===== src/rtl/sync_fifo_ctrl_if.sv =====
// Valid/ready bundle for sync_fifo_ctrl.
// The slave modport is the FIFO's own view: it accepts producer words on s_*
// and presents the head word on m_*. The master modport is the surrounding
// logic, which drives the producer side and consumes the head word.
interface sync_fifo_ctrl_if #(
    parameter int DWIDTH = 32
);
    logic              s_valid;
    logic              s_ready;
    logic [DWIDTH-1:0] s_data;
    logic              m_valid;
    logic              m_ready;
    logic [DWIDTH-1:0] m_data;

    modport slave (
        input  s_valid,
        input  s_data,
        input  m_ready,
        output s_ready,
        output m_valid,
        output m_data
    );

    modport master (
        output s_valid,
        output s_data,
        output m_ready,
        input  s_ready,
        input  m_valid,
        input  m_data
    );
endinterface


===== src/rtl/sync_fifo_ctrl.sv =====
// Synchronous valid/ready FIFO for any DEPTH >= 2 with an optional one-entry
// registered output stage, a fill-level count, almost-full/almost-empty flags
// and a synchronous flush. Full/empty decisions come from the count register,
// so pointer width never needs to be a power of two. s_ready and m_valid are
// built from registered state only (plus flush), never from m_ready.
module sync_fifo_ctrl #(
    parameter int DWIDTH   = 32,
    parameter int DEPTH    = 8,
    parameter int REG_OUT  = 1,
    parameter int CAP      = DEPTH + REG_OUT,
    parameter int AF_LEVEL = CAP - 1,
    parameter int AE_LEVEL = 1,
    parameter int CWIDTH   = $clog2(CAP + 1)
) (
    input  logic              clk,
    input  logic              reset_n,
    input  logic              flush,
    sync_fifo_ctrl_if.slave   bus,
    output logic [CWIDTH-1:0] count,
    output logic              almost_full,
    output logic              almost_empty
);

    localparam int PWIDTH = (DEPTH > 1) ? $clog2(DEPTH) : 1;
    localparam logic [CWIDTH-1:0] CAP_C = CWIDTH'(CAP);
    localparam logic [CWIDTH-1:0] AF_C = CWIDTH'(AF_LEVEL);
    localparam logic [CWIDTH-1:0] AE_C = CWIDTH'(AE_LEVEL);
    localparam logic [PWIDTH-1:0] LAST_PTR = PWIDTH'(DEPTH - 1);

    // Reject illegal parameter combinations at elaboration time.
    generate
        if (DEPTH < 2) begin : g_bad_depth
            $error("sync_fifo_ctrl: DEPTH must be at least 2");
        end
        if (REG_OUT != 0 && REG_OUT != 1) begin : g_bad_reg_out
            $error("sync_fifo_ctrl: REG_OUT must be 0 or 1");
        end
        if (CAP != DEPTH + REG_OUT) begin : g_bad_cap
            $error("sync_fifo_ctrl: CAP is derived and must equal DEPTH+REG_OUT");
        end
        if (AF_LEVEL < 1 || AF_LEVEL > CAP) begin : g_bad_af
            $error("sync_fifo_ctrl: AF_LEVEL must be within 1..CAP");
        end
        if (AE_LEVEL < 0 || AE_LEVEL > CAP - 1) begin : g_bad_ae
            $error("sync_fifo_ctrl: AE_LEVEL must be within 0..CAP-1");
        end
    endgenerate

    logic [DWIDTH-1:0] mem [DEPTH];
    logic [PWIDTH-1:0] wptr;
    logic [PWIDTH-1:0] rptr;
    logic              ready_en;
    logic              s_ready_i;
    logic              m_valid_i;
    logic              push;
    logic              pop;
    logic              rd_adv;

    assign s_ready_i    = ready_en && (count < CAP_C) && !flush;
    assign bus.s_ready  = s_ready_i;
    assign bus.m_valid  = m_valid_i;
    assign push         = bus.s_valid && s_ready_i;
    assign pop          = m_valid_i && bus.m_ready;
    assign almost_full  = (count >= AF_C);
    assign almost_empty = (count <= AE_C);

    // Holds s_ready low through reset; it opens on the first edge after release.
    always_ff @(posedge clk or negedge reset_n) begin
        if (!reset_n) begin
            ready_en <= 1'b0;
        end else begin
            ready_en <= 1'b1;
        end
    end

    // Storage array; deliberately not reset or cleared by flush.
    always_ff @(posedge clk) begin
        if (push) begin
            mem[wptr] <= bus.s_data;
        end
    end

    // Pointers and the total fill count, which includes the output stage.
    always_ff @(posedge clk or negedge reset_n) begin
        if (!reset_n) begin
            wptr  <= '0;
            rptr  <= '0;
            count <= '0;
        end else if (flush) begin
            wptr  <= '0;
            rptr  <= '0;
            count <= '0;
        end else begin
            if (push) begin
                wptr <= (wptr == LAST_PTR) ? '0 : wptr + 1'b1;
            end
            if (rd_adv) begin
                rptr <= (rptr == LAST_PTR) ? '0 : rptr + 1'b1;
            end
            case ({push, pop})
                2'b10:   count <= count + 1'b1;
                2'b01:   count <= count - 1'b1;
                default: count <= count;
            endcase
        end
    end

    generate
        if (REG_OUT != 0) begin : g_reg_out
            logic [CWIDTH-1:0] mem_cnt;
            logic              out_valid;
            logic [DWIDTH-1:0] out_data;
            logic              load;

            // Refill the output register whenever it is free this cycle.
            assign load        = (!out_valid || pop) && (mem_cnt != '0);
            assign rd_adv      = load;
            assign m_valid_i   = out_valid && !flush;
            assign bus.m_data  = out_data;

            // Output stage and the count of words still sitting in memory.
            always_ff @(posedge clk or negedge reset_n) begin
                if (!reset_n) begin
                    mem_cnt   <= '0;
                    out_valid <= 1'b0;
                    out_data  <= '0;
                end else if (flush) begin
                    mem_cnt   <= '0;
                    out_valid <= 1'b0;
                end else begin
                    case ({push, load})
                        2'b10:   mem_cnt <= mem_cnt + 1'b1;
                        2'b01:   mem_cnt <= mem_cnt - 1'b1;
                        default: mem_cnt <= mem_cnt;
                    endcase
                    if (load) begin
                        out_valid <= 1'b1;
                        out_data  <= mem[rptr];
                    end else if (pop) begin
                        out_valid <= 1'b0;
                    end
                end
            end
        end else begin : g_direct_out
            assign rd_adv     = pop;
            assign m_valid_i  = (count != '0) && !flush;
            assign bus.m_data = (count != '0) ? mem[rptr] : '0;
        end
    endgenerate

endmodule

===== src/flat_wrapper.sv =====
// flat-port wrapper written by rule: the top's interface ports become plain ports
module sync_fifo_ctrl_flat 
#(
    parameter int DWIDTH   = 32,
    parameter int DEPTH    = 8,
    parameter int REG_OUT  = 1,
    parameter int CAP      = DEPTH + REG_OUT,
    parameter int AF_LEVEL = CAP - 1,
    parameter int AE_LEVEL = 1,
    parameter int CWIDTH   = $clog2(CAP + 1)
)
  (clk, reset_n, flush, count, almost_full, almost_empty, bus_s_valid, bus_s_data, bus_m_ready, bus_s_ready, bus_m_valid, bus_m_data);
  sync_fifo_ctrl_if #(.DWIDTH(DWIDTH)) bus_i ();
  input  logic clk;
  input  logic reset_n;
  input  logic flush;
  output logic [CWIDTH-1:0] count;
  output logic almost_full;
  output logic almost_empty;
  input wire logic [$bits(bus_i.s_valid)-1:0] bus_s_valid;
  input wire logic [$bits(bus_i.s_data)-1:0] bus_s_data;
  input wire logic [$bits(bus_i.m_ready)-1:0] bus_m_ready;
  output wire logic [$bits(bus_i.s_ready)-1:0] bus_s_ready;
  output wire logic [$bits(bus_i.m_valid)-1:0] bus_m_valid;
  output wire logic [$bits(bus_i.m_data)-1:0] bus_m_data;
  assign bus_i.s_valid = bus_s_valid;
  assign bus_i.s_data = bus_s_data;
  assign bus_i.m_ready = bus_m_ready;
  assign bus_s_ready = bus_i.s_ready;
  assign bus_m_valid = bus_i.m_valid;
  assign bus_m_data = bus_i.m_data;
  sync_fifo_ctrl #(.DWIDTH(DWIDTH), .DEPTH(DEPTH), .REG_OUT(REG_OUT), .CAP(CAP), .AF_LEVEL(AF_LEVEL), .AE_LEVEL(AE_LEVEL), .CWIDTH(CWIDTH)) u_core (.clk(clk), .reset_n(reset_n), .flush(flush), .bus(bus_i), .count(count), .almost_full(almost_full), .almost_empty(almost_empty));
endmodule

===== config.mk =====
export PLATFORM = sky130hd
export DESIGN_NAME = sync_fifo_ctrl_flat
export DESIGN_NICKNAME = d
export VERILOG_FILES = /design/src/rtl/sync_fifo_ctrl_if.sv /design/src/rtl/sync_fifo_ctrl.sv /design/src/flat_wrapper.sv
export SDC_FILE = /design/constraint.sdc
export NUM_CORES = 1
export LEC_CHECK = 0
export BUFFER_PORTS_ARGS = -buffer_cell sky130_fd_sc_hd__buf_2
export CORE_UTILIZATION = 40
export CTS_CLUSTER_DIAMETER = 60
export DETAILED_ROUTE_END_ITERATION = 8
export MAX_ROUTING_LAYER = met4
export PLACE_DENSITY = 0.67
export SYNTH_ARGS = -nofsm -noshare
export SYNTH_HDL_FRONTEND = slang
export SYNTH_SLANG_ARGS = --single-unit

===== constraint.sdc =====
create_clock -name clk -period 7.4 [get_ports clk]
set_clock_uncertainty 0.1 [all_clocks]
set_input_delay 0.74 -clock clk [delete_from_list [all_inputs] [get_ports clk]]
set_output_delay 0.74 -clock clk [all_outputs]
set_load 0.01 [all_outputs]

# After elaboration in Yosys (flattened, before gate mapping)
# Memory sizes are Yosys's and may differ from the RTL's. A register that Yosys moved wholly into a read port is not among the register bits.
# Index checks and enable logic that the tools add are counted.
# W data, S select, Z words.
totals:
  out_inout_bits: 40
  regBits: 16
  ramBits: 256
  inputBits: 37
  wordCells: 55
  n_memories: 1
memory_table:
  columns: ["name", "depth", "word_bits", "rd", "rd_clocked_by_memory_dff", "write_ports", "line", "source"]
  rows:
  - ["u_core.mem", 8, 32, 1, 1, 1, "sync_fifo_ctrl.sv:49", "logic [DWIDTH-1:0] mem [DEPTH];"]
classes:
  n_eq_ne: 6
  muxes: 15
  addsub: 6
  bitwise_logic: 1
  magnitude_cmp: 3
  n_reduce_logical: 17
ops:
  columns: ["op", "count"]
  rows:
  - ["$mux W3", 6]
  - ["$pmux W4 S2", 2]
  - ["$reduce_bool A3 Y1", 3]
  - ["$add A4 B1 Y4 const B", 2]
  - ["$mux W4", 2]
  - ["$sub A4 B1 Y4 const B", 2]
  - ["$add A3 B1 Y3 const B", 2]
  - ["$eq A3 B3 Y1 const B", 2]
  - ["$logic_and A1 B1 Y1", 6]
  - ["$mux W1", 5]
  - ["$eq A2 B1 Y1 const B", 2]
  - ["$eq A2 B2 Y1 const B", 2]
  - ["$ge A4 B4 Y1 const B", 1]
  - ["$le A4 B1 Y1 const B", 1]
  - ["$lt A4 B4 Y1 const B", 1]
  - ["$reduce_bool A2 Y1", 2]
  - ["$reduce_bool A4 Y1", 1]
  - ["$logic_not A1 Y1", 3]
  - ["$reduce_and A2 Y1", 1]
  - ["$logic_or A1 B1 Y1", 1]
  - ["$not A1 Y1", 1]

# Longest topological paths before layout
# Gate-level depths: netlist (run 1).
depth:
  depth_word: 8
  mapped_depth: 11
  depth_no_buf: 10

# Worst setup path after synthesis (run 1)
# Ideal clock, no wire load.
synth_path:
  kind: "register to register"
  from: "register u_core.count[1]"
  to: "memory u_core.mem[4][0] (enable)"
  path_slack_ps: 1915
  path_buffers: 2
  path_stages_with_launch: 8
  setup_time_ps: 513
  period_less_slack_ps: 5485
  arrival_time_ps: 4873
  required_ps: 6787
  cell_sequence: "dfrtp_1 inv_1 ha_1 nand2b_4 a211o_1 buf_6 buf_2 nor4b_1"
synth_via:
  elab_chain_len: 6
synth_lines:
  columns: ["element", "line", "source"]
  rows:
  - ["from (decl)", "sync_fifo_ctrl.sv:19", "output logic [CWIDTH-1:0] count,"]
  - ["from (signal assigned)", "sync_fifo_ctrl.sv:101", "2'b10: count <= count + 1'b1;"]
  - ["from (signal assigned)", "sync_fifo_ctrl.sv:102", "2'b01: count <= count - 1'b1;"]
  - ["from (signal assigned)", "sync_fifo_ctrl.sv:103", "default: count <= count;"]
  - ["$lt A4 B4 Y1", "sync_fifo_ctrl.sv:59", "assign s_ready_i = ready_en && (count < CAP_C) && !flush;"]
  - ["$logic_and A1 B1 Y1 (2 in a row)", "sync_fifo_ctrl.sv:59", null]
  - ["$logic_and A1 B1 Y1", "sync_fifo_ctrl.sv:62", "assign push = bus.s_valid && s_ready_i;"]
  - ["$mux W1", "sync_fifo_ctrl.sv:78", "if (push) begin"]
  - ["$mux W1 (implied by the code)", "sync_fifo_ctrl.sv:79", "mem[wptr] <= bus.s_data;"]
  - ["to (decl)", "sync_fifo_ctrl.sv:49", null]
# Every way passes these cells.

# Final worst setup path (run 1)
layout_path:
  from: "register u_core.count[1]"
  to: "memory u_core.mem[3][3] (enable)"
# The elaborated chain is that of the path after synthesis.

==> impl_metrics.toml, run 1 <==
[critical_path]
cp_slowest_stage_delay_ns = 0.76
cp-start-kind = "flop"
cp_slowest_cell = "nor3b_2"
crit_required_ns = 7.46
criticalPathCategory = "flop to flop"
crit_family = "simple AND/OR/NAND/NOR gates"
path_buf_inv = 2
crit_chain = "inv_1, ha_1, nand2b_4, a211oi_4, nand2_1, nor3b_2, buf_4"
end_kind = "flop"
critPathMaxFanout = 23
crit_arrival_ns = 3.48

[floorplan]
coreArea_um2 = 28900
die_w_um = 174
chipHeight_um = 174
io_pins = 77
num_rows = 62
die_area_um2 = 30100
start_util_pct = 40.8

[global_route]
grt_usage_pct = 16.4
grt_pass1_wl_um = 36300
grt_pass1_vias = 6262
grt_start_max_net_pins = 66
overflow = 0
antenna_found_initial = 3

[clock_tree]
cts.sinks = 304
postCtsSetupBuffers = 0
cts.repair.resized = 0
cts-root-buf = "clkbuf_16"
cts_tree = "built"
cts_hold_buf = 0
cts_buffers = 34
path_clk_slew_ns = 0.06
clk_latency_ns = 0.51
htree_levels = 2
clock_path_buffers = 3

[yosys]
synth_seq_cells = 304
synth_top_area_share_pct = 65.3
syn_area_um2 = 11800
synthArstFlopShare_pct = 15.8
synth-edff-count = 256
yosys.area.top_type = "edfxtp_1"
postSynthAreaPerCell_um2 = 19.8
synth_area_leaders = "edfxtp_1 65%, mux4_2 12%, dfrtp_1 10%, mux2i_1 3.0%, a21oi_1 1.7%"
ys_types = 46
yosysSeqAreaShare_pct = 75.6
syn_nets = 641
ys.flop_type = "edfxtp_1"
postSynthCellCount = 595
yosys_warnings = 0

[timing]
finalSetupViolations = 0
hold_slack_ns = 0.281
fmax_mhz = 292
slew-limit-headroom_pct = 33.4
worstMarginPinSlew_ns = 0.999
rsz0062_at_grt = "false"
finalCritPeriodShare_pct = 46.2
maxSlewViolCount = 0
final-hold-violation-count = 0
finalSetupTns_ns = 0
final.min_clock_period_ns = 3.42

[placement]
hpwl_um = 13000
portBuffers = 76
gp_congestion = 0.787
place_area_um2 = 12600

[finish]
fin_area_um2 = 13800
nNetsFinal = 735
syn_to_final_growth_pct = 17.1
drive_above_1_share_pct = 31.5

[power]
power_mw = 4.74
leakagePower_nw = 4.60
powerDensity_nw_per_um2 = 344
irDropWorstVdd_uv = 206

[job]
maxCapViolations = 0

[routing]
wl_per_cell_um = 21.0
ant_nets = 0
finalWirelength_um = 23100
vias = 5839
drc_errors = 0
vias_per_cell = 5.30
drt_iter0_drc = 351
dr.pass1.iters = 5

[status]
outcome = "finished clean"

[hold_path]
hold_class = "input port to async pin"
[worst paths after layout]
kind	startpoint	to	slack, ns	cells after the start
setup reg to reg	u_core.count[1]$_DFFE_PN0P_	u_core.mem[3][3]$_DFFE_PP_	3.98	7
max in group asynchronous	reset_n	u_core.rptr[0]$_DFFE_PN0P_	6.37	2
hold reg to reg	u_core.bus.m_data[24]$_DFFE_PN0P_	u_core.bus.m_data[24]$_DFFE_PN0P_	0.43	2
hold / removal	reset_n	u_core.count[3]$_DFFE_PN0P_	0.28	2
min in group clk	bus_s_data[5]	u_core.mem[1][5]$_DFFE_PP_	0.39	1
setup / recovery	u_core.count[1]$_DFFE_PN0P_	u_core.mem[3][3]$_DFFE_PP_	3.98	7
[where the power goes]
part	leakage [nW]	total (mW)	internal, mW	switching, mW
clock network	0.566	1.68	1.02	0.664
registers	2.87	2.09	1.98	0.109
logic	1.17	0.968	0.463	0.505
[worst register-to-register path: cells and delay by family, from the launching register on]
family,cells,cell delay [ns]
DFF,1,0.43
AOI/OAI and AO/OA,1,0.50
and+or+nand+nor,3,1.14
adders and majority gates,1,0.26
buffers and inverters,2,0.65
[cells by family after synthesis]
logic type      count (synthesis)  synth area share, %
flops                         304                 75.6
fa+ha+maj                       9                0.957
xor+xnor                        5                0.436
compound gates                 56                 2.83
simple gates                   85                 3.50
mux                            99                 15.2
buf+inv                        36                 1.47
other cells                     1               0.0319
[cell usage after synthesis, drive strengths merged, types with 2 or more instances]
cell type and number:
nor2 39, edfxtp 256, a211oi 2, nor3b 2, nand3b 3, buf 26, mux4 64, and2 3
inv 3, a31oi 2, o21a 2, nor4b 3, nor3 6, o31ai 2, mux2i 35, nand2 12
nand3 6, clkbuf 6, nand2b 3, ha 9, a21oi 41, dfrtp 48, nor4 2, xor2 2
xnor2 3
[metrics by stage]
step	worst slack, ns	instances	utilization (%)
after floorplan	1.91	595	-
after global placement	4.06	1037	43.8
after detailed placement	3.96	1037	43.8
after CTS	3.95	1099	47.7
after global routing	3.77	1102	47.8
final	3.98	1102	47.8
[final cells by class]
type	instances	area, µm²
diodes	3	7.51
clock inverters	18	209
fillers	2403	15100
multi-input cells	255	2750
repair buffers	90	485
flip-flops and latches	304	8890
well taps	384	480
clock buffers	44	938
inverters	4	15.0
[routing by layer]
metal,up-vias,wire [µm],global-route usage [%]
met1,3046,9650,20.8
met5,-,0,-
met2,174,11700,27.2
met4,0,395,4.65
li1,2582,-,-
met3,37,1310,2.92
[placed cells by master, fill, tap and decap left out, types with 3 or more instances in the layout]
cell type    n
edfxtp_1   256
buf_2       76
mux4_2      64
dfrtp_1     45
a21oi_1     41
nor2_1      38
mux2i_1     35
clkbuf_16   34
buf_4       14
nand2_1     12
ha_1         9
nand3_1      6
clkbuf_1     5
clkbuf_8     5
clkinv_2     5
nor3_1       4
inv_6        4
diode_2      3
inv_1        3
nand3b_1     3
bufinv_16    3
[sequential cells by signal, indices dropped and copies added, names as in the netlist]
name and count:
u_core.ready_en 1, u_core.wptr 3, u_core.rptr 3, u_core.bus.m_data 32, u_core.g_reg_out.mem_cnt 4, u_core.mem 256
u_core.g_reg_out.out_valid 1, u_core.count 4
(Power assumes the default switching activity.)
==> run 2: changes to the inputs <==
--- a/config.mk
+++ b/config.mk
@@ -10,7 +10,7 @@
 export CTS_CLUSTER_DIAMETER = 60
 export DETAILED_ROUTE_END_ITERATION = 8
 export MAX_ROUTING_LAYER = met4
-export PLACE_DENSITY = 0.67
+export PLACE_DENSITY = 0.69
 export SYNTH_ARGS = -nofsm -noshare
 export SYNTH_HDL_FRONTEND = slang
 export SYNTH_SLANG_ARGS = --single-unit
==> constraint.sdc (replaced) <==
create_clock -name clk -period 3.11 [get_ports clk]
set_clock_uncertainty 0.1 [all_clocks]
set_input_delay 0.311 -clock clk [delete_from_list [all_inputs] [get_ports clk]]
set_output_delay 0.311 -clock clk [all_outputs]
set_load 0.01 [all_outputs]
==> run 2 against run 1 <==
Critical endpoint is now u_core.g_reg_out.mem_cnt[2]$_DFFE_PN0P_. Critical path type unchanged. Setup slack worse by 3.5 ns. Sequential cell count unchanged. Clock-buffer cell count down 9. Total power up 140%. Non-clock buffer count up 46. First-iteration DRC count down 11%. Core utilization up 1.7 points. Hold slack worse by 0.22 ns. Maximum frequency up 28%. Global-route usage down 1.0 points. Die area unchanged.
==> impl_metrics.toml, run 2 (synthesized netlist as in run 1, its figures left out) <==
[clock_tree]
clk_latency_ns = 0.55
cts_tree = "built"
cts_buffers = 31
postCtsSetupBuffers = 0
cts-root-buf = "clkbuf_16"
cts.sinks = 304
cts.repair.resized = 0
path_clk_slew_ns = 0.06
clock_path_buffers = 3
htree_levels = 1

[routing]
dr.pass1.iters = 5
drt_iter0_drc = 312
vias = 5835
ant_nets = 0
drc_errors = 0
wl_per_cell_um = 19.2
vias_per_cell = 5.11
finalWirelength_um = 22000

[timing]
finalCritPeriodShare_pct = 85.9
final.min_clock_period_ns = 2.67
finalSetupViolations = 0
worstMarginPinSlew_ns = 0.633
fmax_mhz = 374
maxSlewViolCount = 0
slew-limit-headroom_pct = 57.8
final-hold-violation-count = 0
rsz0062_at_grt = "false"
finalSetupTns_ns = 0

[critical_path]
r2r_slack_ns = 0.44
end_kind = "flop"
crit_required_ns = 3.45
criticalPathCategory = "flop to flop"
cp-start-kind = "flop"
critPathMaxFanout = 11
crit_arrival_ns = 3.01

[global_route]
grt_usage_pct = 15.4
antenna_found_initial = 1
grt_pass1_wl_um = 35000
grt_pass1_vias = 6098
overflow = 0
grt_start_max_net_pins = 66

[status]
outcome = "finished clean"

[power]
powerDensity_nw_per_um2 = 781
irDropWorstVdd_uv = 510
leakagePower_nw = 4.79

[placement]
portBuffers = 76
hpwl_um = 13200
gp_congestion = 0.762
dpl.cell_count = 1049

[finish]
largest_reg_flops = 256
drive_above_1_share_pct = 31.3
nNetsFinal = 778
layout_commonest_cell = "edfxtp_1"
final_cell_count_no_fill = 1142
post-route-util_pct = 49.4
largest_register = "u_core.mem"
num-fill-cells = 2390
layout_common_cells = "256 x edfxtp_1, 76 x buf_2, 64 x mux4_2"
syn_to_final_growth_pct = 21.2

[floorplan]
start_util_pct = 40.8
num_rows = 62
io_pins = 77
die_area_um2 = 30100
die_w_um = 174
chipHeight_um = 174
coreArea_um2 = 28900

[hold_path]
hold_class = "input port to flop"

[job]
maxCapViolations = 0
## run 2: worst max-delay path, stage by stage (launching register included)
cell and delay, ns:
dfrtp_1 0.44, inv_1 0.13, ha_2 0.23, nand2b_4 0.08
a211o_1 0.49, and2_1 0.27, xor2_1 0.15, ha_1 0.18
a31oi_1 0.17, xor2_1 0.09, o31ai_1 0.23
## run 2: area by class of cell
cell class	instances	area, µm²	share of cell area, %
clock buffer	35	821	5.75
clock inverter	23	254	1.78
tap	384	480	3.37
inverter	4	15.0	0.105
antenna	1	2.50	0.0175
sequential	304	8890	62.4
multi-input combinational	255	2810	19.7
timing repair buffer	136	991	6.95
## run 2: routing by layer
layer | routed length (µm) | track usage (%)
met1 | 9870 | 20.8
met3 | 1260 | 2.63
met4 | 206 | 2.84
met2 | 10600 | 24.9
met5 | 0 | -
## run 2: repair_timing
item | 4_1_cts | 5_1_grt
hold buffers | 34 | 0
endpoints found under the hold margin | 275 | 0
endpoints found under the setup margin | 0 | 0
## run 2: report_power, final
group / internal, mW / leakage [nW] / switching, mW / total, mW
Clock: 2.31 / 0.537 / 1.49 / 3.81
Sequential: 4.70 / 2.87 / 0.296 / 5.00
Combinational: 1.20 / 1.39 / 1.14 / 2.34
## run 2: final timing paths
kind,start,end,depth (start not counted)
max,u_core.count[0]$_DFFE_PN0P_,u_core.g_reg_out.mem_cnt[2]$_DFFE_PN0P_,10
min,flush,u_core.count[0]$_DFFE_PN0P_,2
max reg2reg,u_core.count[0]$_DFFE_PN0P_,u_core.g_reg_out.mem_cnt[2]$_DFFE_PN0P_,10
min reg2reg,u_core.bus.m_data[21]$_DFFE_PN0P_,u_core.bus.m_data[21]$_DFFE_PN0P_,2
max in group asynchronous,reset_n,u_core.g_reg_out.mem_cnt[3]$_DFFE_PN0P_,3
min in group asynchronous,reset_n,u_core.rptr[0]$_DFFE_PN0P_,2
## run 2: per-stage QoR
| step | power [mW] | instance area (µm²) | setup slack [ns] | hold slack [ns] |
|---|---|---|---|---|
| 2_1_floorplan | 6.71 | 11800 | -0.197 | -0.0846 |
| 3_3_place_gp | 7.40 | 12800 | 0.596 | 0.252 |
| 3_5_place_dp | 7.44 | 12800 | 0.448 | 0.260 |
| 4_1_cts | 11.3 | 14300 | 0.432 | 0.0301 |
| 5_1_grt | 11.7 | 14300 | 0.314 | 0.0497 |
| 6_report | 11.1 | 14300 | 0.438 | 0.0589 |
